File: config.mk
export PLATFORM = sky130hd
export DESIGN_NAME = spi_reg_config
export DESIGN_NICKNAME = d
export VERILOG_FILES = /design/src/rtl/spi_reg_pkg.sv /design/src/rtl/sync_edge.sv /design/src/rtl/spi_reg_config.sv
export SDC_FILE = /design/constraint.sdc
export NUM_CORES = 1
export LEC_CHECK = 0
export BUFFER_PORTS_ARGS = -buffer_cell sky130_fd_sc_hd__buf_2
export CAP_MARGIN = 20
export CORE_MARGIN = 5
export CORE_UTILIZATION = 56
export CTS_CLUSTER_SIZE = 24
export DETAILED_ROUTE_END_ITERATION = 12
export GPL_TIMING_DRIVEN = 0
export MAX_ROUTING_LAYER = met4
export PLACE_DENSITY = 0.86
export RECOVER_POWER = 25
export SLEW_MARGIN = 20
export SYNTH_ARGS = -nofsm -noshare
export SYNTH_HDL_FRONTEND = slang
export SYNTH_SLANG_ARGS = --single-unit
File: constraint.sdc
create_clock -name clk -period 2.3 [get_ports clk]
set_input_delay 0 -clock clk [delete_from_list [all_inputs] [get_ports clk]]
set_output_delay 0 -clock clk [all_outputs]
set_load 0.01 [all_outputs]
File: src/rtl/spi_reg_pkg.sv
// Shared constants for the SPI register-configuration slice.
// Holds the register map addresses and the bit positions of the fields
// inside one SPI frame. The frame layout, MSB first, is:
//   [15]   R/W flag (1 = write)
//   [14:8] register address
//   [7:0]  register data
package spi_reg_pkg;

  // Register map seen by the PWM peripheral
  localparam logic [6:0] ADDR_EN_OUT_LO = 7'h00;
  localparam logic [6:0] ADDR_EN_OUT_HI = 7'h01;
  localparam logic [6:0] ADDR_EN_PWM_LO = 7'h02;
  localparam logic [6:0] ADDR_EN_PWM_HI = 7'h03;
  localparam logic [6:0] ADDR_DUTY      = 7'h04;

  // Frame field positions
  localparam int RW_BIT   = 15;
  localparam int ADDR_MSB = 14;
  localparam int ADDR_LSB = 8;
  localparam int DATA_MSB = 7;

endpackage

File: src/rtl/sync_edge.sv
// Pad synchronizer with edge detection.
// Brings an asynchronous pad signal into the clk domain through a chain of
// SYNC_STAGES flops (must be at least 2), then compares the synchronized
// level against one extra history flop to produce single-cycle rise and
// fall pulses.
// Ports:
//   clk      in   system clock
//   rst_n    in   asynchronous active-low reset; all flops load RESET_VAL
//   async_i  in   raw pad signal, asynchronous to clk
//   level_o  out  synchronized level
//   rise_o   out  one-cycle pulse on a synchronized 0->1 transition
//   fall_o   out  one-cycle pulse on a synchronized 1->0 transition
module sync_edge #(
  parameter int   SYNC_STAGES = 2,
  parameter logic RESET_VAL   = 1'b0
) (
  input  logic clk,
  input  logic rst_n,
  input  logic async_i,
  output logic level_o,
  output logic rise_o,
  output logic fall_o
);

  logic [SYNC_STAGES-1:0] sync_q;
  logic                   hist_q;

  // Synchronizer chain plus history flop. Resetting to RESET_VAL lets an
  // idle-high line (chip select) come out of reset without a false edge.
  always_ff @(posedge clk or negedge rst_n) begin
    if (!rst_n) begin
      sync_q <= {SYNC_STAGES{RESET_VAL}};
      hist_q <= RESET_VAL;
    end else begin
      sync_q <= {sync_q[SYNC_STAGES-2:0], async_i};
      hist_q <= sync_q[SYNC_STAGES-1];
    end
  end

  // Edge pulses compare the newest synchronized level with its history
  always_comb begin
    level_o = sync_q[SYNC_STAGES-1];
    rise_o  = sync_q[SYNC_STAGES-1] & ~hist_q;
    fall_o  = ~sync_q[SYNC_STAGES-1] & hist_q;
  end

endmodule

File: src/rtl/spi_reg_config.sv
// SPI write-only configuration port for the PWM peripheral.
// Receives 16-bit mode-0 frames (MSB first) and, when a complete, valid
// write frame ends, loads the addressed configuration register. Frames
// that are short, long, reads, or aimed at an unmapped address are
// dropped without side effects. There is no read-back path.
// Ports:
//   clk              in   system clock, rising edge
//   rst_n            in   asynchronous active-low reset
//   sclk             in   SPI clock from pad (asynchronous)
//   copi             in   SPI data from pad, MSB first
//   ncs              in   SPI chip select from pad, active low
//   en_reg_out_7_0   out  reg 0x00, output enables 7:0
//   en_reg_out_15_8  out  reg 0x01, output enables 15:8
//   en_reg_pwm_7_0   out  reg 0x02, PWM mode select 7:0
//   en_reg_pwm_15_8  out  reg 0x03, PWM mode select 15:8
//   pwm_duty_cycle   out  reg 0x04, shared duty cycle
//   wr_strobe        out  one-cycle pulse in the cycle a register changes
module spi_reg_config
  import spi_reg_pkg::*;
#(
  parameter int SYNC_STAGES = 2,
  parameter int FRAME_BITS  = 16,
  parameter int MAX_ADDR    = 4
) (
  input  logic       clk,
  input  logic       rst_n,
  input  logic       sclk,
  input  logic       copi,
  input  logic       ncs,
  output logic [7:0] en_reg_out_7_0,
  output logic [7:0] en_reg_out_15_8,
  output logic [7:0] en_reg_pwm_7_0,
  output logic [7:0] en_reg_pwm_15_8,
  output logic [7:0] pwm_duty_cycle,
  output logic       wr_strobe
);

  localparam int                CNT_W    = $clog2(FRAME_BITS + 1);
  localparam logic [CNT_W-1:0]  FrameCnt = CNT_W'(FRAME_BITS);
  localparam logic [6:0]        MaxAddr  = 7'(MAX_ADDR);

  // Synchronized pad signals
  logic sclkLevel, sclkRise, sclkFall;
  logic ncsLevel, ncsRise, ncsFall;
  logic copiLevel, copiRise, copiFall;
  logic unusedSignals;

  // Frame receive state
  logic [FRAME_BITS-1:0] shift_q, shift_d;
  logic [CNT_W-1:0]      bitCnt_q, bitCnt_d;
  logic                  overflow_q, overflow_d;

  // Commit pipeline
  logic       commitNow;
  logic       commit_q;
  logic [6:0] commitAddr_q;
  logic [7:0] commitData_q;

  // Register bank
  logic [7:0] enOutLo_q, enOutLo_d;
  logic [7:0] enOutHi_q, enOutHi_d;
  logic [7:0] enPwmLo_q, enPwmLo_d;
  logic [7:0] enPwmHi_q, enPwmHi_d;
  logic [7:0] duty_q, duty_d;
  logic       wrStrobe_q;

  sync_edge #(.SYNC_STAGES(SYNC_STAGES), .RESET_VAL(1'b0)) uSyncSclk (
    .clk     (clk),
    .rst_n   (rst_n),
    .async_i (sclk),
    .level_o (sclkLevel),
    .rise_o  (sclkRise),
    .fall_o  (sclkFall)
  );

  // Chip select idles high, so its synchronizer resets to 1
  sync_edge #(.SYNC_STAGES(SYNC_STAGES), .RESET_VAL(1'b1)) uSyncNcs (
    .clk     (clk),
    .rst_n   (rst_n),
    .async_i (ncs),
    .level_o (ncsLevel),
    .rise_o  (ncsRise),
    .fall_o  (ncsFall)
  );

  // Only the level of copi matters; its edge outputs go unused
  sync_edge #(.SYNC_STAGES(SYNC_STAGES), .RESET_VAL(1'b0)) uSyncCopi (
    .clk     (clk),
    .rst_n   (rst_n),
    .async_i (copi),
    .level_o (copiLevel),
    .rise_o  (copiRise),
    .fall_o  (copiFall)
  );

  assign unusedSignals = ^{sclkLevel, sclkFall, copiRise, copiFall};

  // Frame receive next state. A chip-select fall starts a fresh frame.
  // An sclk rise shifts only while selected, and never in the cycle that
  // chip select rises, so a late edge cannot disturb the frame being
  // judged for commit. The counter saturates at a full frame; any edge
  // beyond that marks the frame as too long.
  always_comb begin
    shift_d    = shift_q;
    bitCnt_d   = bitCnt_q;
    overflow_d = overflow_q;
    if (ncsFall) begin
      bitCnt_d   = '0;
      overflow_d = 1'b0;
    end
    if (sclkRise && !ncsLevel && !ncsRise) begin
      shift_d = {shift_q[FRAME_BITS-2:0], copiLevel};
      if (bitCnt_d == FrameCnt) begin
        overflow_d = 1'b1;
      end else begin
        bitCnt_d = bitCnt_d + 1'b1;
      end
    end
  end

  // Frame receive state registers
  always_ff @(posedge clk or negedge rst_n) begin
    if (!rst_n) begin
      shift_q    <= '0;
      bitCnt_q   <= '0;
      overflow_q <= 1'b0;
    end else begin
      shift_q    <= shift_d;
      bitCnt_q   <= bitCnt_d;
      overflow_q <= overflow_d;
    end
  end

  // Commit decision at the end of a frame: exactly a full frame, no extra
  // edges, write flag set and a mapped address.
  always_comb begin
    commitNow = ncsRise
             && (bitCnt_q == FrameCnt)
             && !overflow_q
             && shift_q[RW_BIT]
             && (shift_q[ADDR_MSB:ADDR_LSB] <= MaxAddr);
  end

  // Capture the accepted address/data so the register bank can apply it
  // on the following edge, independent of any new frame starting.
  always_ff @(posedge clk or negedge rst_n) begin
    if (!rst_n) begin
      commit_q     <= 1'b0;
      commitAddr_q <= '0;
      commitData_q <= '0;
    end else begin
      commit_q <= commitNow;
      if (commitNow) begin
        commitAddr_q <= shift_q[ADDR_MSB:ADDR_LSB];
        commitData_q <= shift_q[DATA_MSB:0];
      end
    end
  end

  // Register bank write decode
  always_comb begin
    enOutLo_d = enOutLo_q;
    enOutHi_d = enOutHi_q;
    enPwmLo_d = enPwmLo_q;
    enPwmHi_d = enPwmHi_q;
    duty_d    = duty_q;
    if (commit_q) begin
      case (commitAddr_q)
        ADDR_EN_OUT_LO: enOutLo_d = commitData_q;
        ADDR_EN_OUT_HI: enOutHi_d = commitData_q;
        ADDR_EN_PWM_LO: enPwmLo_d = commitData_q;
        ADDR_EN_PWM_HI: enPwmHi_d = commitData_q;
        ADDR_DUTY:      duty_d    = commitData_q;
        default: ;
      endcase
    end
  end

  // Register bank and write strobe; the strobe is high in the same cycle
  // the new value appears on the outputs.
  always_ff @(posedge clk or negedge rst_n) begin
    if (!rst_n) begin
      enOutLo_q  <= '0;
      enOutHi_q  <= '0;
      enPwmLo_q  <= '0;
      enPwmHi_q  <= '0;
      duty_q     <= '0;
      wrStrobe_q <= 1'b0;
    end else begin
      enOutLo_q  <= enOutLo_d;
      enOutHi_q  <= enOutHi_d;
      enPwmLo_q  <= enPwmLo_d;
      enPwmHi_q  <= enPwmHi_d;
      duty_q     <= duty_d;
      wrStrobe_q <= commit_q;
    end
  end

  assign en_reg_out_7_0  = enOutLo_q;
  assign en_reg_out_15_8 = enOutHi_q;
  assign en_reg_pwm_7_0  = enPwmLo_q;
  assign en_reg_pwm_15_8 = enPwmHi_q;
  assign pwm_duty_cycle  = duty_q;
  assign wr_strobe       = wrStrobe_q;

endmodule
# --- Word-level counts from Yosys, hierarchy flattened ---
# Cells that the tools add are included.
totals:
  regBits: 87
op_classes:
  n_addsub: 1
  n_lt_le_gt_ge: 1
  n_eq_ne: 6
  muxes: 6
  bitwise_logic: 6
  n_reduce_logical: 15
ops:
  columns: ["op", "count"]
  rows:
  - ["$mux W5", 3]
  - ["$eq A7 B2 Y1 const B", 2]
  - ["$eq A5 B5 Y1 const B", 2]
  - ["$reduce_and A2 Y1", 5]
  - ["$eq A7 B1 Y1 const B", 1]
  - ["$eq A7 B3 Y1 const B", 1]
  - ["$le A7 B3 Y1 const B", 1]
  - ["$logic_not A7 Y1", 1]
  - ["$logic_and A1 B1 Y1", 6]
  - ["$add A5 B1 Y5 const B", 1]
  - ["$and A1 B1 Y1", 3]
  - ["$logic_not A1 Y1", 3]
  - ["$mux W1", 3]
  - ["$not A1 Y1", 3]

# --- Longest topological paths before layout ---
logic_depth:
  ltp_word: 6
  ltp_mapped: 6
  depth_no_buf: 4

# --- Cells and area by module ---
# From an unflattened synthesis, not the netlist that was laid out.
hier_totals:
  hier_cells: 206
  hier_area_um2: 3298.2
by_module_without_submodules:
  columns: ["module", "n_inst", "cells_per_inst", "area_per_inst_um2", "seq_area_each_um2"]
  rows:
  - ["spi_reg_config", 1, 191, 3024.2, 1976.9]
  - ["sync_edge at uSyncCopi ...", 2, 5, 90.1, 75.1]
  - ["sync_edge at uSyncNcs", 1, 5, 93.8, 78.8]

# --- Least setup slack after synthesis ---
# OpenSTA, ideal clock, no wires.
synth_path:
  path_type: "register -> register"
  from: "reg commitAddr_q[3]"
  to: "reg enPwmLo_q[0], in the netlist en_reg_pwm_7_0[0]"
  arrival_ps: 1615
  required_ps: 2175
  path_slack_ps: 560
  path_stages_with_launch: 5
  n_path_buf: 0
  period_less_slack_ps: 1740
  path_cell_list: "dfrtp_1 nor4_4 nand3b_4 nor3b_4 mux2_2"
synth_via:
  elab_chain_cells: 2
synth_lines:
  columns: ["item", "line", "text"]
  rows:
  - ["start, declared", "spi_reg_config.sv:56", "logic [6:0] commitAddr_q;"]
  - ["start signal, assigned", "spi_reg_config.sv:154", "commitAddr_q <= shift_q[ADDR_MSB:ADDR_LSB];"]
  - ["$eq A7 B2 Y1", "spi_reg_config.sv:168", "case (commitAddr_q)"]
  - ["$reduce_and A2 Y1 (no source line)", null, null]
  - ["end signal, assigned", "spi_reg_config.sv:192", "enPwmLo_q <= enPwmLo_d;"]
  - ["end, declared", "spi_reg_config.sv:62", "logic [7:0] enPwmLo_q, enPwmLo_d;"]
# Every way passes these cells.
# A chain may end at the register's enable or synchronous reset.

# --- Worst setup path after layout ---
layout_path:
  from: "reg commitAddr_q[3]"
  to: "reg enPwmLo_q[4], in the netlist en_reg_pwm_7_0[4]"
# The elaborated chain is that of the path after synthesis.

==> qor.txt <==
Number of nets still failing antenna checks after routing = 0
First-pass GRT wire length = 9.27 mm
H-tree levels = 3
Root buf cell = clkbuf_8
Hold WS = 0.288 ns
Final Worst Setup Slack = 0.292 ns
CTS max path bufs = 2
GRT overflow = 0
Peak Freq = 498 MHz
Status = finished, final reports clean
Number of port buffers = 45
Syn nets = 205
Worst setup path class = reg -> reg
Pin count of the biggest net entering global routing = 46
Vias per cell = 5.35
Worst-Margin Slew = 1.04 ns
Clk_lat worst skew = 0.35 ns
Sink Count = 87
Final wirelength = 5.47 mm
YS warnings = 0
Global Route Usage Sum = 16.7%
Setup WS pre-CTS = 0.296 ns
Number of synthesized flops with an enable pin = 0
Worst path required time = 2.53 ns
Initial antenna violation count = 0
Hold_sp = sclk
Top area cells in the synthesized netlist = dfrtp_1 (64%), mux2_2 (23%), dfstp_2 (2.4%)
Final Max Tran Viols = 0
CP Capture Type = register
Internal power = 2.33 mW
Cell Rows = 27
Post-synth top area cell = dfrtp_1
Post-synth top cells = dfrtp_1 (84), mux2_2 (67), nor2_1 (6)
Reg clk slew, reported paths = 0.09 ns
TNS Setup = 0 ns
Area after DPL = 3620 µm²
Area growth from synthesis to layout = 18.4%
CP startpoint kind = register
Layout Nets = 266
Gpl congestion = 0.768
Ratio of cells with drive above 1 in the final layout = 53.0%
Count leader, synth = dfrtp_1
Resized cells post-CTS = 0
Post-synthesis sequential area ratio = 66.5%
Final hold vios = 0
Final setup violation count = 0
Die width = 86.5 µm
Chip height = 86.5 µm
Combinational power share = 4.2%
RSZ-0062 raised after global routing = no
Hold Path End = uSyncSclk.sync_q[0]$_DFF_PN0_
Min Tclk post-route = 2.01 ns
Reg2reg path depth = 4
Tcrit/Tclk final = 87.3%
P per Cell Area = 765 nW/µm²
CTS Buf Count = 9
Area share of the largest cell type after synthesis = 64.1%
Core box area = 5610 µm²
Final Skew = 0.0114 ns
Crit path DAT = 2.24 ns
Routed WL per cell = 16.2 µm
Post-synthesis cell type count = 26
Leakage power = 2.05 nW
Hold depth = 2
Asr flop ratio synth = 100%
Hold Crit Class = in -> reg
Syn avg cell area = 16.4 µm²
Psw = 642 µW
DRT Pass-1 Iters = 4
Vias in the first global route = 1894
Yosys reg bits = 87
Routed vias = 1807
Cells after Synth = 200
# DRC = 0
Die area = 7490 µm²
DPL Wire Length = 3.76 mm
Max-cap violations = 0
Register share of total power = 56.2%
Slew headroom = 30.8%
Clock power share = 39.6%
Max VDD drop = 614 µV
Crit-path max FO = 8
Synth Cell Area = 3280 µm²
Setup slack, reg-to-reg = 0.29 ns
Boundary pin count = 46
N_diodes = 0
Initial core utilization = 58.5%
RR Endpoint = en_reg_pwm_7_0[4]$_DFFE_PN0P_
Reg-to-Reg Start = commitAddr_q[3]$_DFFE_PN0P_
DR iter-0 viols = 78
CTS tree = yes
Cell area after layout = 3880 µm²
Sw frac = 21.6%
Synth Flop Type = dfrtp_1
-- how the worst max path moves through the flow --
stage | from | to | slack, ns | cells past startpoint
2_1_floorplan | commitAddr_q[3]$_DFFE_PN0P_ | en_reg_pwm_7_0[0]$_DFFE_PN0P_ | 0.56 | 4
3_3_place_gp | commitAddr_q[3]$_DFFE_PN0P_ | en_reg_pwm_7_0[3]$_DFFE_PN0P_ | 0.33 | 4
3_5_place_dp | commitAddr_q[3]$_DFFE_PN0P_ | en_reg_pwm_7_0[4]$_DFFE_PN0P_ | 0.30 | 4
4_1_cts | commitAddr_q[3]$_DFFE_PN0P_ | en_reg_pwm_7_0[4]$_DFFE_PN0P_ | 0.27 | 4
5_1_grt | bitCnt_q[1]$_DFF_PN0_ | commitAddr_q[2]$_DFFE_PN0P_ | 0.13 | 6
6_report | commitAddr_q[3]$_DFFE_PN0P_ | en_reg_pwm_7_0[4]$_DFFE_PN0P_ | 0.29 | 4
-- power by group through the flow --
stage	sequential (mW)	clock, mW	combinational, mW
after global routing	1.68	1.28	0.144
after floorplan	1.67	0	0.0792
final	1.67	1.18	0.126
after detailed placement	1.70	0	0.124
after global placement	1.69	0	0.115
after CTS	1.67	1.21	0.130
-- layer usage --
layer / vias up / wire length [µm] / share of wire, % / GRT usage, %
li1: 837 / - / - / -
met2: 35 / 2820 / 52 / 26.5
met5: - / 0 / 0 / -
met1: 929 / 2390 / 44 / 21.0
met4: 0 / 42 / 0.77 / 3.82
met3: 6 / 212 / 3.9 / 5.42
-- cell type report --
cell class | count | area [µm²]
buffer | 6 | 35.0
clock buffer | 10 | 138
clock inverter | 6 | 91.3
fill | 413 | 1720
multi-input combinational | 107 | 1060
sequential | 87 | 2180
tap | 72 | 90.1
timing repair buffer | 50 | 284
-- layout by cell type, fill, tap and decap left out, types with 2 or more instances in the layout --
master / n
nand3_1: 2
bufinv_16: 2
buf_2: 47
nand2_1: 2
dlygate4sd3_1: 4
xor2_1: 3
nor2_1: 6
and3b_1: 2
buf_4: 2
nand4_1: 2
nor2b_1: 5
nor3b_4: 2
o21ai_0: 2
dfstp_2: 2
inv_6: 2
dfrtp_1: 84
mux2_2: 67
nand2b_1: 2
clkbuf_8: 10
nor4_1: 2
-- state kept, by name (all words and copies together), names as in the netlist --
register and flops:
shift_q 16, commitData_q 8, en_reg_out_15_8 8, en_reg_out_7_0 8
en_reg_pwm_15_8 8, en_reg_pwm_7_0 8, pwm_duty_cycle 8, commitAddr_q 7
bitCnt_q 5, uSyncCopi.sync_q 2, uSyncNcs.sync_q 2, uSyncSclk.sync_q 2
commit_q 1, overflow_q 1, uSyncNcs.hist_q 1, uSyncSclk.hist_q 1
wr_strobe 1
-- worst max-delay path, stage by stage, from the launching register on --
cell	delay [ns]
dfrtp_1	0.41
nor4_4	0.38
nand3b_4	0.16
nor3b_4	0.53
mux2_2	0.40
-- what timing repair did --
item	CTS	global route
hold endpoints to repair	45	0
buffers inserted	0	0
hold buffers	4	0
setup endpoints to repair	0	0
-- cell families (layout without fill, tap and decap cells) --
group                     after synthesis  in the layout  share of synthesized area (%)
muxes                                  67             67                           23.0
buffers and inverters                   6             72                           1.07
DFF                                    87             87                           66.5
xor gates and xnor gates                3              3                          0.801
AOI/OAI and AO/OA                       6              6                           1.11
and+or+nand+nor                        31             31                           7.55
-- per-stage QoR --
| stage | util, % | power, mW | cells |
|---|---|---|---|
| 6_report | 69.3 | 2.97 | 338 |
| 3_3_place_gp | 64.1 | 1.81 | 317 |
| 2_1_floorplan | - | 1.75 | 200 |
| 4_1_cts | 69.3 | 3.00 | 338 |
| 5_1_grt | 69.3 | 3.10 | 338 |
| 3_5_place_dp | 64.5 | 1.82 | 318 |
Power figures use the tool's default switching activity.
